**src/rtl/t07_ext_mem_arbiter_if.sv**
```systemverilog
// Signal bundle between the fetch/data requesters, the external memory arbiter and the
// wishbone manager it drives.
interface t07_ext_mem_arbiter_if;
    logic        fetch_req;
    logic [31:0] fetch_addr;
    logic        fetch_ack;
    logic [31:0] fetch_instr;
    logic        data_req;
    logic        data_we;
    logic [31:0] data_addr;
    logic [31:0] data_wdata;
    logic        data_ack;
    logic [31:0] data_rdata;
    logic        err;
    logic [1:0]  rwi_out;
    logic [31:0] addr_out;
    logic [31:0] wdata_out;
    logic        busy_o;
    logic [31:0] rdata_in;

    modport master (
        input  fetch_req, fetch_addr, data_req, data_we, data_addr, data_wdata,
        input  busy_o, rdata_in,
        output fetch_ack, fetch_instr, data_ack, data_rdata, err,
        output rwi_out, addr_out, wdata_out
    );

    modport slave (
        output fetch_req, fetch_addr, data_req, data_we, data_addr, data_wdata,
        output busy_o, rdata_in,
        input  fetch_ack, fetch_instr, data_ack, data_rdata, err,
        input  rwi_out, addr_out, wdata_out
    );
endinterface

```
**src/rtl/t07_ext_mem_arbiter.sv**
```systemverilog
// Shares one external memory port between instruction fetch and data load/store:
// arbitration with a data-streak limit, busy handshake, one-cycle ack and timeout abort.
module t07_ext_mem_arbiter #(
    parameter logic [7:0] ADDR_PREFIX     = 8'h33,
    parameter int         MAX_DATA_STREAK = 4,
    parameter int         TIMEOUT         = 64
) (
    input logic                   clk,
    input logic                   nRst,
    t07_ext_mem_arbiter_if.master bus
);
    localparam int SW = $clog2(MAX_DATA_STREAK + 1);
    localparam int TW = $clog2(TIMEOUT);
    localparam logic [SW-1:0] STREAK_MAX = SW'(MAX_DATA_STREAK);
    localparam logic [TW-1:0] TMO_LAST   = TW'(TIMEOUT - 1);
    localparam logic [1:0]    RWI_READ   = 2'b10;
    localparam logic [1:0]    RWI_WRITE  = 2'b01;
    localparam logic [1:0]    RWI_IDLE   = 2'b11;

    typedef enum logic [1:0] {
        ST_IDLE  = 2'd0,
        ST_ISSUE = 2'd1,
        ST_WAIT  = 2'd2,
        ST_DONE  = 2'd3
    } state_t;

    state_t        state_r;
    state_t        state_nx_s;
    logic          grant_s;
    logic          grant_data_s;
    logic          complete_s;
    logic          abort_s;
    logic          tmo_hit_s;
    logic [1:0]    cmd_s;
    logic          owner_data_r;
    logic          we_r;
    logic [SW-1:0] streak_r;
    logic [TW-1:0] tmo_cnt_r;
    logic [1:0]    rwi_r;
    logic [31:0]   addr_r;
    logic [31:0]   wdata_r;
    logic          fetch_ack_r;
    logic          data_ack_r;
    logic          err_r;
    logic [31:0]   fetch_instr_r;
    logic [31:0]   data_rdata_r;

    // Next-state decode: arbitration in IDLE, handshake progress and timeout abort elsewhere.
    always_comb begin
        state_nx_s   = state_r;
        grant_s      = 1'b0;
        grant_data_s = 1'b0;
        complete_s   = 1'b0;
        abort_s      = 1'b0;
        tmo_hit_s    = (tmo_cnt_r == TMO_LAST);
        case (state_r)
            ST_IDLE: begin
                if (bus.data_req && bus.fetch_req) begin
                    grant_s      = 1'b1;
                    grant_data_s = (streak_r != STREAK_MAX);
                end else if (bus.data_req) begin
                    grant_s      = 1'b1;
                    grant_data_s = 1'b1;
                end else if (bus.fetch_req) begin
                    grant_s      = 1'b1;
                    grant_data_s = 1'b0;
                end else begin
                    grant_s      = 1'b0;
                    grant_data_s = 1'b0;
                end
                if (grant_s) begin
                    state_nx_s = ST_ISSUE;
                end else begin
                    state_nx_s = ST_IDLE;
                end
            end
            ST_ISSUE: begin
                if (tmo_hit_s) begin
                    abort_s    = 1'b1;
                    state_nx_s = ST_DONE;
                end else if (bus.busy_o) begin
                    state_nx_s = ST_WAIT;
                end else begin
                    state_nx_s = ST_ISSUE;
                end
            end
            ST_WAIT: begin
                // A completion seen on the last allowed cycle still counts as a completion.
                if (!bus.busy_o) begin
                    complete_s = 1'b1;
                    state_nx_s = ST_DONE;
                end else if (tmo_hit_s) begin
                    abort_s    = 1'b1;
                    state_nx_s = ST_DONE;
                end else begin
                    state_nx_s = ST_WAIT;
                end
            end
            ST_DONE: begin
                state_nx_s = ST_IDLE;
            end
            default: begin
                state_nx_s = ST_IDLE;
            end
        endcase
        if (grant_data_s && bus.data_we) begin
            cmd_s = RWI_WRITE;
        end else begin
            cmd_s = RWI_READ;
        end
    end

    // State register.
    always_ff @(posedge clk or negedge nRst) begin
        if (!nRst) begin
            state_r <= ST_IDLE;
        end else begin
            state_r <= state_nx_s;
        end
    end

    // Data-streak counter: counts data grants that made a pending fetch wait.
    always_ff @(posedge clk or negedge nRst) begin
        if (!nRst) begin
            streak_r <= {SW{1'b0}};
        end else if (grant_s) begin
            if (!grant_data_s || !bus.fetch_req) begin
                streak_r <= {SW{1'b0}};
            end else if (streak_r != STREAK_MAX) begin
                streak_r <= streak_r + SW'(1);
            end
        end
    end

    // Timeout counter, restarted on every grant and running while the access is outstanding.
    always_ff @(posedge clk or negedge nRst) begin
        if (!nRst) begin
            tmo_cnt_r <= {TW{1'b0}};
        end else if (grant_s) begin
            tmo_cnt_r <= {TW{1'b0}};
        end else if ((state_r == ST_ISSUE) || (state_r == ST_WAIT)) begin
            tmo_cnt_r <= tmo_cnt_r + TW'(1);
        end
    end

    // Request latch plus registered wishbone command and completion outputs.
    always_ff @(posedge clk or negedge nRst) begin
        if (!nRst) begin
            owner_data_r  <= 1'b0;
            we_r          <= 1'b0;
            rwi_r         <= RWI_IDLE;
            addr_r        <= 32'd0;
            wdata_r       <= 32'd0;
            fetch_ack_r   <= 1'b0;
            data_ack_r    <= 1'b0;
            err_r         <= 1'b0;
            fetch_instr_r <= 32'd0;
            data_rdata_r  <= 32'd0;
        end else begin
            fetch_ack_r <= 1'b0;
            data_ack_r  <= 1'b0;
            err_r       <= 1'b0;
            if (grant_s) begin
                owner_data_r <= grant_data_s;
                we_r         <= grant_data_s & bus.data_we;
                rwi_r        <= cmd_s;
                addr_r       <= {ADDR_PREFIX,
                                 grant_data_s ? bus.data_addr[23:0] : bus.fetch_addr[23:0]};
                wdata_r      <= bus.data_wdata;
            end else if (abort_s) begin
                rwi_r <= RWI_IDLE;
                err_r <= 1'b1;
                if (owner_data_r) begin
                    data_ack_r   <= 1'b1;
                    data_rdata_r <= 32'd0;
                end else begin
                    fetch_ack_r   <= 1'b1;
                    fetch_instr_r <= 32'd0;
                end
            end else if (complete_s) begin
                if (owner_data_r) begin
                    data_ack_r   <= 1'b1;
                    data_rdata_r <= we_r ? 32'd0 : bus.rdata_in;
                end else begin
                    fetch_ack_r   <= 1'b1;
                    fetch_instr_r <= bus.rdata_in;
                end
            end else if ((state_r == ST_ISSUE) && bus.busy_o) begin
                rwi_r <= RWI_IDLE;
            end
        end
    end

    assign bus.rwi_out     = rwi_r;
    assign bus.addr_out    = addr_r;
    assign bus.wdata_out   = wdata_r;
    assign bus.fetch_ack   = fetch_ack_r;
    assign bus.data_ack    = data_ack_r;
    assign bus.err         = err_r;
    assign bus.fetch_instr = fetch_instr_r;
    assign bus.data_rdata  = data_rdata_r;
endmodule

```
**src/flat_wrapper.sv**
```systemverilog
// flat-port wrapper written by rule: the top's interface ports become plain ports
module t07_ext_mem_arbiter_flat 
#(
    parameter logic [7:0] ADDR_PREFIX     = 8'h33,
    parameter int         MAX_DATA_STREAK = 4,
    parameter int         TIMEOUT         = 64
)
  (clk, nRst, bus_fetch_req, bus_fetch_addr, bus_data_req, bus_data_we, bus_data_addr, bus_data_wdata, bus_busy_o, bus_rdata_in, bus_fetch_ack, bus_fetch_instr, bus_data_ack, bus_data_rdata, bus_err, bus_rwi_out, bus_addr_out, bus_wdata_out);
  t07_ext_mem_arbiter_if bus_i ();
  input logic clk;
  input logic nRst;
  input wire logic [$bits(bus_i.fetch_req)-1:0] bus_fetch_req;
  input wire logic [$bits(bus_i.fetch_addr)-1:0] bus_fetch_addr;
  input wire logic [$bits(bus_i.data_req)-1:0] bus_data_req;
  input wire logic [$bits(bus_i.data_we)-1:0] bus_data_we;
  input wire logic [$bits(bus_i.data_addr)-1:0] bus_data_addr;
  input wire logic [$bits(bus_i.data_wdata)-1:0] bus_data_wdata;
  input wire logic [$bits(bus_i.busy_o)-1:0] bus_busy_o;
  input wire logic [$bits(bus_i.rdata_in)-1:0] bus_rdata_in;
  output wire logic [$bits(bus_i.fetch_ack)-1:0] bus_fetch_ack;
  output wire logic [$bits(bus_i.fetch_instr)-1:0] bus_fetch_instr;
  output wire logic [$bits(bus_i.data_ack)-1:0] bus_data_ack;
  output wire logic [$bits(bus_i.data_rdata)-1:0] bus_data_rdata;
  output wire logic [$bits(bus_i.err)-1:0] bus_err;
  output wire logic [$bits(bus_i.rwi_out)-1:0] bus_rwi_out;
  output wire logic [$bits(bus_i.addr_out)-1:0] bus_addr_out;
  output wire logic [$bits(bus_i.wdata_out)-1:0] bus_wdata_out;
  assign bus_i.fetch_req = bus_fetch_req;
  assign bus_i.fetch_addr = bus_fetch_addr;
  assign bus_i.data_req = bus_data_req;
  assign bus_i.data_we = bus_data_we;
  assign bus_i.data_addr = bus_data_addr;
  assign bus_i.data_wdata = bus_data_wdata;
  assign bus_i.busy_o = bus_busy_o;
  assign bus_i.rdata_in = bus_rdata_in;
  assign bus_fetch_ack = bus_i.fetch_ack;
  assign bus_fetch_instr = bus_i.fetch_instr;
  assign bus_data_ack = bus_i.data_ack;
  assign bus_data_rdata = bus_i.data_rdata;
  assign bus_err = bus_i.err;
  assign bus_rwi_out = bus_i.rwi_out;
  assign bus_addr_out = bus_i.addr_out;
  assign bus_wdata_out = bus_i.wdata_out;
  t07_ext_mem_arbiter #(.ADDR_PREFIX(ADDR_PREFIX), .MAX_DATA_STREAK(MAX_DATA_STREAK), .TIMEOUT(TIMEOUT)) u_core (.clk(clk), .nRst(nRst), .bus(bus_i));
endmodule
```
**config.mk**
```make
export PLATFORM = sky130hd
export DESIGN_NAME = t07_ext_mem_arbiter_flat
export DESIGN_NICKNAME = d
export VERILOG_FILES = /design/src/rtl/t07_ext_mem_arbiter_if.sv /design/src/rtl/t07_ext_mem_arbiter.sv /design/src/flat_wrapper.sv
export SDC_FILE = /design/constraint.sdc
export NUM_CORES = 1
export LEC_CHECK = 0
export ABC_AREA = 1
export BUFFER_PORTS_ARGS = -buffer_cell sky130_fd_sc_hd__buf_4
export CORE_MARGIN = 3
export CORE_UTILIZATION = 40
export CTS_CLUSTER_SIZE = 40
export DETAILED_ROUTE_END_ITERATION = 16
export PLACE_DENSITY = 0.69
export SYNTH_ARGS = -nofsm -noshare
export SYNTH_HDL_FRONTEND = slang
export SYNTH_SLANG_ARGS = --single-unit
```
**constraint.sdc**
```tcl
create_clock -name clk -period 3.15 [get_ports clk]
set_input_delay 0.63 -clock clk [delete_from_list [all_inputs] [get_ports clk]]
set_output_delay 0.63 -clock clk [all_outputs]
set_load 0.005 [all_outputs]
```
==> results of run 1 <==
stage by stage:
| stage | hold slack, ns | util [%] | cells | worst slack [ns] | power, W |
|---|---|---|---|---|---|
| 2_1_floorplan | 0.3344 | - | 733 | 1.650 | 0.004895 |
| 6_report | 0.1900 | 56.81 | 1151 | 0.8265 | 0.008513 |
| 5_1_grt | 0.2355 | 56.81 | 1151 | 0.6014 | 0.009200 |
| 3_3_place_gp | 0.4548 | 53.11 | 1120 | 0.8364 | 0.006640 |
| 3_5_place_dp | 0.4600 | 53.11 | 1120 | 0.7925 | 0.006707 |
| 4_1_cts | 0.2241 | 56.81 | 1151 | 0.8031 | 0.008631 |
Yosys cell counts, drive strengths merged:
| cell | count |
|---|---|
| nand4 | 66 |
| a31oi | 1 |
| nor2 | 69 |
| dfrtp | 137 |
| xnor2 | 1 |
| a21oi | 51 |
| or2 | 1 |
| nand3 | 7 |
| dfstp | 2 |
| inv | 46 |
| buf | 46 |
| o22ai | 1 |
| conb | 1 |
| nor3 | 3 |
| nand2 | 273 |
| clkbuf | 9 |
| ha | 6 |
| o21ai | 8 |
| clkinv | 1 |
| o211ai | 1 |
layout by cell type (no fill, tap or decap), drive strengths merged, types with 6 or more instances in the layout:
master	instances
nand4	66
nand3	7
clkbuf	18
o21ai	8
nand2	273
inv	47
nor2	69
buf	254
clkinv	8
ha	6
a21oi	51
dfrtp	137
state kept, by name, indices dropped and copies added (netlist names), 2 cells and up, named ones only:
| name | count |
|---|---|
| u_core.bus.data_rdata | 32 |
| u_core.bus.fetch_instr | 32 |
| u_core.tmo_cnt_r | 6 |
| u_core.bus.wdata_out | 32 |
| u_core.bus.rwi_out | 2 |
| u_core.streak_r | 3 |
| u_core.bus.addr_out | 25 |
where the power goes:
group          internal (W)  switching [W]
Sequential          0.00263       0.000545
Clock               0.00111       0.000784
Combinational       0.00162        0.00183
Total               0.00535        0.00316
worst max-delay path by stage:
stage	from	end	slack (ns)	depth (start not counted)
final	flip-flop	u_core.bus.fetch_instr[9]$_DFFE_PN0P_	0.83	9
after global routing	flip-flop	u_core.bus.data_rdata[26]$_DFFE_PN0P_	0.60	9
after CTS	flip-flop	u_core.bus.fetch_instr[22]$_DFFE_PN0P_	0.80	9
after detailed placement	bus_busy_o	u_core.bus.fetch_instr[22]$_DFFE_PN0P_	0.79	8
after global placement	bus_busy_o	u_core.bus.fetch_instr[23]$_DFFE_PN0P_	0.84	8
after floorplan	flip-flop	u_core.bus.data_rdata[19]$_DFFE_PN0P_	1.65	10
layout make-up:
class / count / area (sq um) / area share (%)
inverters: 47 / 178.9 / 2.072
repair buffers: 254 / 1923 / 22.27
multi-input cells: 492 / 2256 / 26.12
clock inverters: 13 / 122.6 / 1.420
clock buffers: 18 / 439.2 / 5.085
well taps: 188 / 235.2 / 2.724
flip-flops and latches: 139 / 3481 / 40.31
cells by family after synthesis:
group,synth area share (%)
fa+ha+maj,1.204
xor+xnor,0.1404
simple gates,29.35
other cells,0.06012
compound gates,5.115
buf+inv,8.325
flops,55.81
critical path, stage by stage (launching register included):
cell	delay, ns
dfrtp_1	0.38
inv_1	0.09
ha_1	0.23
nor2_1	0.07
nor2_1	0.18
nand3_4	0.50
nand2_4	0.27
nand2_4	0.26
nand2_1	0.16
nand2_1	0.05
metal layers:
metal  up-vias  GRT usage, %
met5         -             0
met4         0         6.413
met3        18         7.276
met2       208         30.41
met1      2617         26.56
li1       2772             -
==> run_results.csv, run 1 <==
group,metric,value,unit
placed_design,hpwl,11540,microns
route,drc_errors,0,
synthesis,syn_area_per_cell,8.544,sq um
synthesis,syn_inst,730,
synthesis,synth_top_area_share,54.96,%
critical_path,critPathCaptureType,"flip-flop",
cells_and_area,antenna_cells,0,
timing,maxSlewViolCount,0,
power,ir_drop,0.4703,mV
synthesis,synth-seq-cells,139,
synthesis,yosysWarnings,0,
timing,rsz0062_at_grt,"false",
critical_path,start_kind,"flip-flop",
global_routing,grt_usage,19.93,%
floorplanning,die_area,0.01713,sq mm
floorplanning,core-area,0.01520,sq mm
clock_tree,clock_latency,0.41,ns
global_routing,grt-ovfl-total,0,
route,wl_met2,7831,microns
timing,fin_crit_sh,73.76,%
floorplanning,die-height,130.9,microns
critical_path,crit_fanout,51,
timing,layout_min_cycle_time,2.323,ns
clock_tree,clkSinkCount,139,
floorplanning,core.rowCount,45,
route,postRouteAntennaNets,0,
placed_design,port_buffers,246,
global_routing,antenna_found_initial,0,
critical_path,required,3.45,ns
critical_path,rrSetupSlack,0.83,ns
critical_path,path_class,"flip-flop to flip-flop",
timing,setup_tns,0,ns
timing,finalSetupViolCount,0,
global_routing,grt_pass1_vias,5211,
timing,fmax,430.4,MHz
placed_design,placedInstanceArea,0.008074,sq mm
cells_and_area,layout-area-overhead-vs-synth,38.46,%
cells_and_area,nets,1091,
cells_and_area,postLayoutCellArea,0.008636,sq mm
route,vias_per_cell,4.878,
clock_tree,htree_levels,4,
floorplanning,ioPinCount,267,
global_routing,grt_pass1_wl,26940,microns
clock_tree,cts_resized,0,
cells_and_area,drive_gt1_share,31.26,%
timing,worstMarginPinSlew,1.199,ns
timing,skew,0.007990,ns
route,highest_layer,"met4",
run_status,status,"finished clean",
synthesis,synthesis.area,0.006237,sq mm
min_path,min_path_type,"input port to asynchronous set/reset pin",
route,drt_iter0_drc,333,
clock_tree,cts_tree,"yes",
placed_design,gp_congestion,0.7778,
cells_and_area,nFillCells,1411,
timing,relSlewSlack,20.05,%
power,powerDensity,985.8,mW/mm^2
clock_tree,clk_path_buf_depth,2,
clock_tree,clkTransAtPathRegs,0.06,ns
synthesis,yosysTopAreaCell,"dfrtp_1",
floorplanning,start_util,41.03,%
flow_run,drv_cap,0,
route,firstDrtPassIters,5,
route,wl_per_cell,14.93,microns
clock_tree,cts_buffers,17,
route,dr_wl_met3,1498,microns
synthesis,synth.top_cells.by_area,"dfrtp_1 (55%), nand2_1 (16%), nand4_1 (6.6%), a21oi_1 (4.1%), nor2_1 (4.0%)",
global_routing,grt_max_degree,67,
timing,hold_viol,0,
route,met1Wirelength,7545,microns
route,routed_wl,17180,microns
route,via_count,5615,
floorplanning,die_w,130.9,microns
synthesis,seq_area_frac_synth,55.81,%
clock_tree,cts_setup_buffers,0,
critical_path,rr_worst_depth,9,
power,power_leakage,4.715,nW
clock_tree,cts-hold-fix-buffers,0,
clock_tree,cts_root_buf,"clkbuf_16",
critical_path,r2r-end,"u_core.bus.fetch_instr[9]$_DFFE_PN0P_",
synthesis,synth.distinct_cells,32,
critical_path,crit_arrival,2.62,ns
Note: power is estimated with default switching activity, not from simulation.
==> run 2: changes to the inputs <==
--- a/config.mk
+++ b/config.mk
@@ -5,13 +5,13 @@
 export SDC_FILE = /design/constraint.sdc
 export NUM_CORES = 1
 export LEC_CHECK = 0
-export ABC_AREA = 1
+export ABC_AREA = 0
 export BUFFER_PORTS_ARGS = -buffer_cell sky130_fd_sc_hd__buf_4
 export CORE_MARGIN = 3
 export CORE_UTILIZATION = 40
 export CTS_CLUSTER_SIZE = 40
 export DETAILED_ROUTE_END_ITERATION = 16
-export PLACE_DENSITY = 0.69
+export PLACE_DENSITY = 0.71
 export SYNTH_ARGS = -nofsm -noshare
 export SYNTH_HDL_FRONTEND = slang
 export SYNTH_SLANG_ARGS = --single-unit
==> constraint.sdc (replaced) <==
create_clock -name clk -period 2.3 [get_ports clk]
set_input_delay 0.46 -clock clk [delete_from_list [all_inputs] [get_ports clk]]
set_output_delay 0.46 -clock clk [all_outputs]
set_load 0.005 [all_outputs]
==> run_results.csv, run 2 <==
group,metric,value,unit
critical_path,rr_worst_depth,7,
route,drt_iter0_drc,301,
cells_and_area,nFillCells,1041,
power,ir_drop,0.5421,mV
cells_and_area,layout-area-overhead-vs-synth,48.41,%
floorplanning,core-area,0.01340,sq mm
min_path,worstHoldEndpoint,"u_core.bus.rwi_out[1]$_DFFE_PN1P_",
synthesis,synthFlopType,"dfrtp_1",
synthesis,synth_top_family_by_area,"compound AO/OA/AOI/OAI gates",
synthesis,ys_async_sr_fraction,100.0,%
route,vias_per_cell,4.944,
synthesis,yosys-top-cells-count,"dfrtp_1 (137), nand2_1 (128), a22o_1 (64)",
synthesis,synth_top_area_share,61.95,%
synthesis,synth-xor-area-share,0.6331,%
floorplanning,die-height,123.6,microns
min_path,holdPathStages,2,
synthesis,synth-seq-cells,139,
timing,finalSetupViolCount,0,
synthesis,yosysWarnings,0,
timing,hold_viol,0,
critical_path,rrSetupSlack,0.12,ns
clock_tree,clkTransAtPathRegs,0.06,ns
global_routing,grt_usage,19.14,%
clock_tree,htree_levels,4,
global_routing,grt-ovfl-total,0,
placed_design,gp_congestion,0.7686,
route,firstDrtPassIters,4,
critical_path,start_kind,"flip-flop",
timing,maxSlewViolCount,0,
timing,relSlewSlack,51.21,%
cells_and_area,final_cell_count_no_fill,913,
critical_path,required,2.59,ns
synthesis,synth_edf_count,0,
timing,rsz0062_at_grt,"false",
cells_and_area,final_common_cell,"buf_4",
clock_tree,cts_buffers,17,
floorplanning,ioPinCount,267,
route,drc_errors,0,
cells_and_area,final_cell_mix,"buf_4 (254), dfrtp_1 (137), nand2_1 (128)",
critical_path,path_class,"flip-flop to flip-flop",
clock_tree,clk_path_buf_depth,2,
synthesis,seq_area_frac_synth,62.90,%
clock_tree,cts_tree,"yes",
floorplanning,die_area,0.01528,sq mm
min_path,min_path_type,"input port to flip-flop",
global_routing,antenna_found_initial,0,
synthesis,synth_most_common_cell,"dfrtp_1",
placed_design,placed_cells,880,
cells_and_area,drive_gt1_share,40.84,%
synthesis,syn_inst,480,
critical_path,crit_fanout,32,
synthesis,synthAdderAreaFrac,1.357,%
synthesis,syn_area_per_cell,11.53,sq um
clock_tree,cts-hold-fix-buffers,1,
critical_path,crit_arrival,2.46,ns
global_routing,grt_max_degree,87,
timing,fmax,459.2,MHz
floorplanning,start_util,41.30,%
synthesis,synthSimpleGateAreaFrac,11.46,%
clock_tree,cts_root_buf,"clkbuf_16",
clock_tree,clock_latency,0.41,ns
min_path,hp-start,"bus_data_we",
power,powerDensity,1283,mW/mm^2
critical_path,r2r-end,"u_core.bus.data_rdata[8]$_DFFE_PN0P_",
route,postRouteAntennaNets,0,
critical_path,max_stage_delay,0.44,ns
global_routing,grt_pass1_vias,4577,
power,power_leakage,4.239,nW
critical_path,crit_chain,"inv_1 > ha_1 > nor4b_4 > buf_4 > nor4b_4 > buf_4 > a22o_1",
route,routed_wl,14780,microns
timing,fin_crit_sh,94.69,%
synthesis,yosysTopAreaCell,"dfrtp_1",
synthesis,synthesis.area,0.005534,sq mm
global_routing,grt_pass1_wl,22650,microns
clock_tree,cts_resized,0,
timing,fin_ws,0.1222,ns
critical_path,critPathCaptureType,"flip-flop",
placed_design,pre_cts_ws,0.1629,ns
clock_tree,cts_setup_buffers,0,
placed_design,port_buffers,246,
synthesis,synth_mux_area_share,4.522,%
cells_and_area,antenna_cells,0,
clock_tree,clkSinkCount,139,
timing,setup_tns,0,ns
route,via_count,4514,
placed_design,hpwl,10800,microns
run_status,status,"finished clean",
critical_path,cp_slowest_cell,"ha_1",
power,total_power,0.01054,W
floorplanning,core.rowCount,42,
synthesis,synth_compound_area_share,14.58,%
flow_run,drv_cap,0,
floorplanning,die_w,123.6,microns
timing,worstMarginPinSlew,0.7319,ns
timing,skew,0.005712,ns
route,wl_per_cell,16.19,microns
timing,layout_min_cycle_time,2.178,ns
critical_path,r2r_start,"u_core.state_r[0]$_DFF_PN0_",
synthesis,synth.distinct_cells,42,
synthesis,synth.top_cells.by_area,"dfrtp_1 (62%), a22o_1 (10%), nand2_1 (8.7%), mux2i_1 (4.5%), o21ai_0 (2.6%)",
cells_and_area,nets,864,
## run 2: cell families (layout without fill, tap and decap cells)
kind of cell    Yosys count  after routing
compound gates          108            108
mux                      25             25
xor+xnor                  4              4
other cells               1              4
fa+ha+maj                 6              6
flops                   139            139
buf+inv                  46            300
simple gates            151            151
## run 2: layer usage
| metal | up-vias | GRT usage (%) | wire, microns |
|---|---|---|---|
| li1 | 2129 | - | - |
| met1 | 2160 | 24.26 | 6103 |
| met2 | 214 | 30.69 | 7076 |
| met3 | 11 | 6.630 | 1440 |
| met4 | 0 | 6.505 | 162 |
| met5 | - | 0 | 0 |
## run 2: per-stage QoR
stage | utilization (%) | hold slack [ns] | instance area (sq um)
6_report | 61.29 | 0.2107 | 8213
4_1_cts | 61.29 | 0.1882 | 8213
3_3_place_gp | 56.63 | 0.4347 | 7589
3_5_place_dp | 56.63 | 0.4374 | 7589
5_1_grt | 61.29 | 0.2044 | 8213
2_1_floorplan | - | 0.1644 | 5545
## run 2: worst max-delay path: cells and delay by family (launching register included)
family,cells,cell delay [ns]
DFF,1,0.39
and+or+nand+nor,2,0.46
buffers and inverters,3,0.52
AOI/OAI and AO/OA,1,0.23
adders and majority gates,1,0.44
## run 2: report_power, final
part | switching (W) | internal (W) | total, W
clock | 0.00107 | 0.00173 | 0.00280
combinational | 0.00162 | 0.00206 | 0.00368
sequential | 0.000605 | 0.00345 | 0.00405
## run 2: area by class of cell
class | instances | area, sq um | area share, %
well taps | 176 | 220.2 | 2.681
multi-input cells | 298 | 1859 | 22.64
flip-flops and latches | 139 | 3481 | 42.38
clock inverters | 14 | 185.2 | 2.255
clock buffers | 18 | 429.2 | 5.225
repair buffers | 260 | 2008 | 24.45
inverters | 8 | 30.03 | 0.3656
## run 2: worst max path at each step
| stage | startpoint | end | slack [ns] |
|---|---|---|---|
| finish | u_core.state_r[0]$_DFF_PN0_ | u_core.bus.data_rdata[8]$_DFFE_PN0P_ | 0.12 |
| global route | u_core.state_r[0]$_DFF_PN0_ | u_core.bus.data_rdata[24]$_DFFE_PN0P_ | 0.004 |
| CTS | u_core.state_r[0]$_DFF_PN0_ | u_core.bus.data_rdata[24]$_DFFE_PN0P_ | 0.15 |
| detailed placement | u_core.state_r[0]$_DFF_PN0_ | u_core.bus.data_rdata[24]$_DFFE_PN0P_ | 0.16 |
| global placement | u_core.state_r[0]$_DFF_PN0_ | u_core.bus.data_rdata[6]$_DFFE_PN0P_ | 0.24 |
| floorplan | u_core.state_r[0]$_DFF_PN0_ | u_core.bus.fetch_instr[10]$_DFFE_PN0P_ | 0.23 |
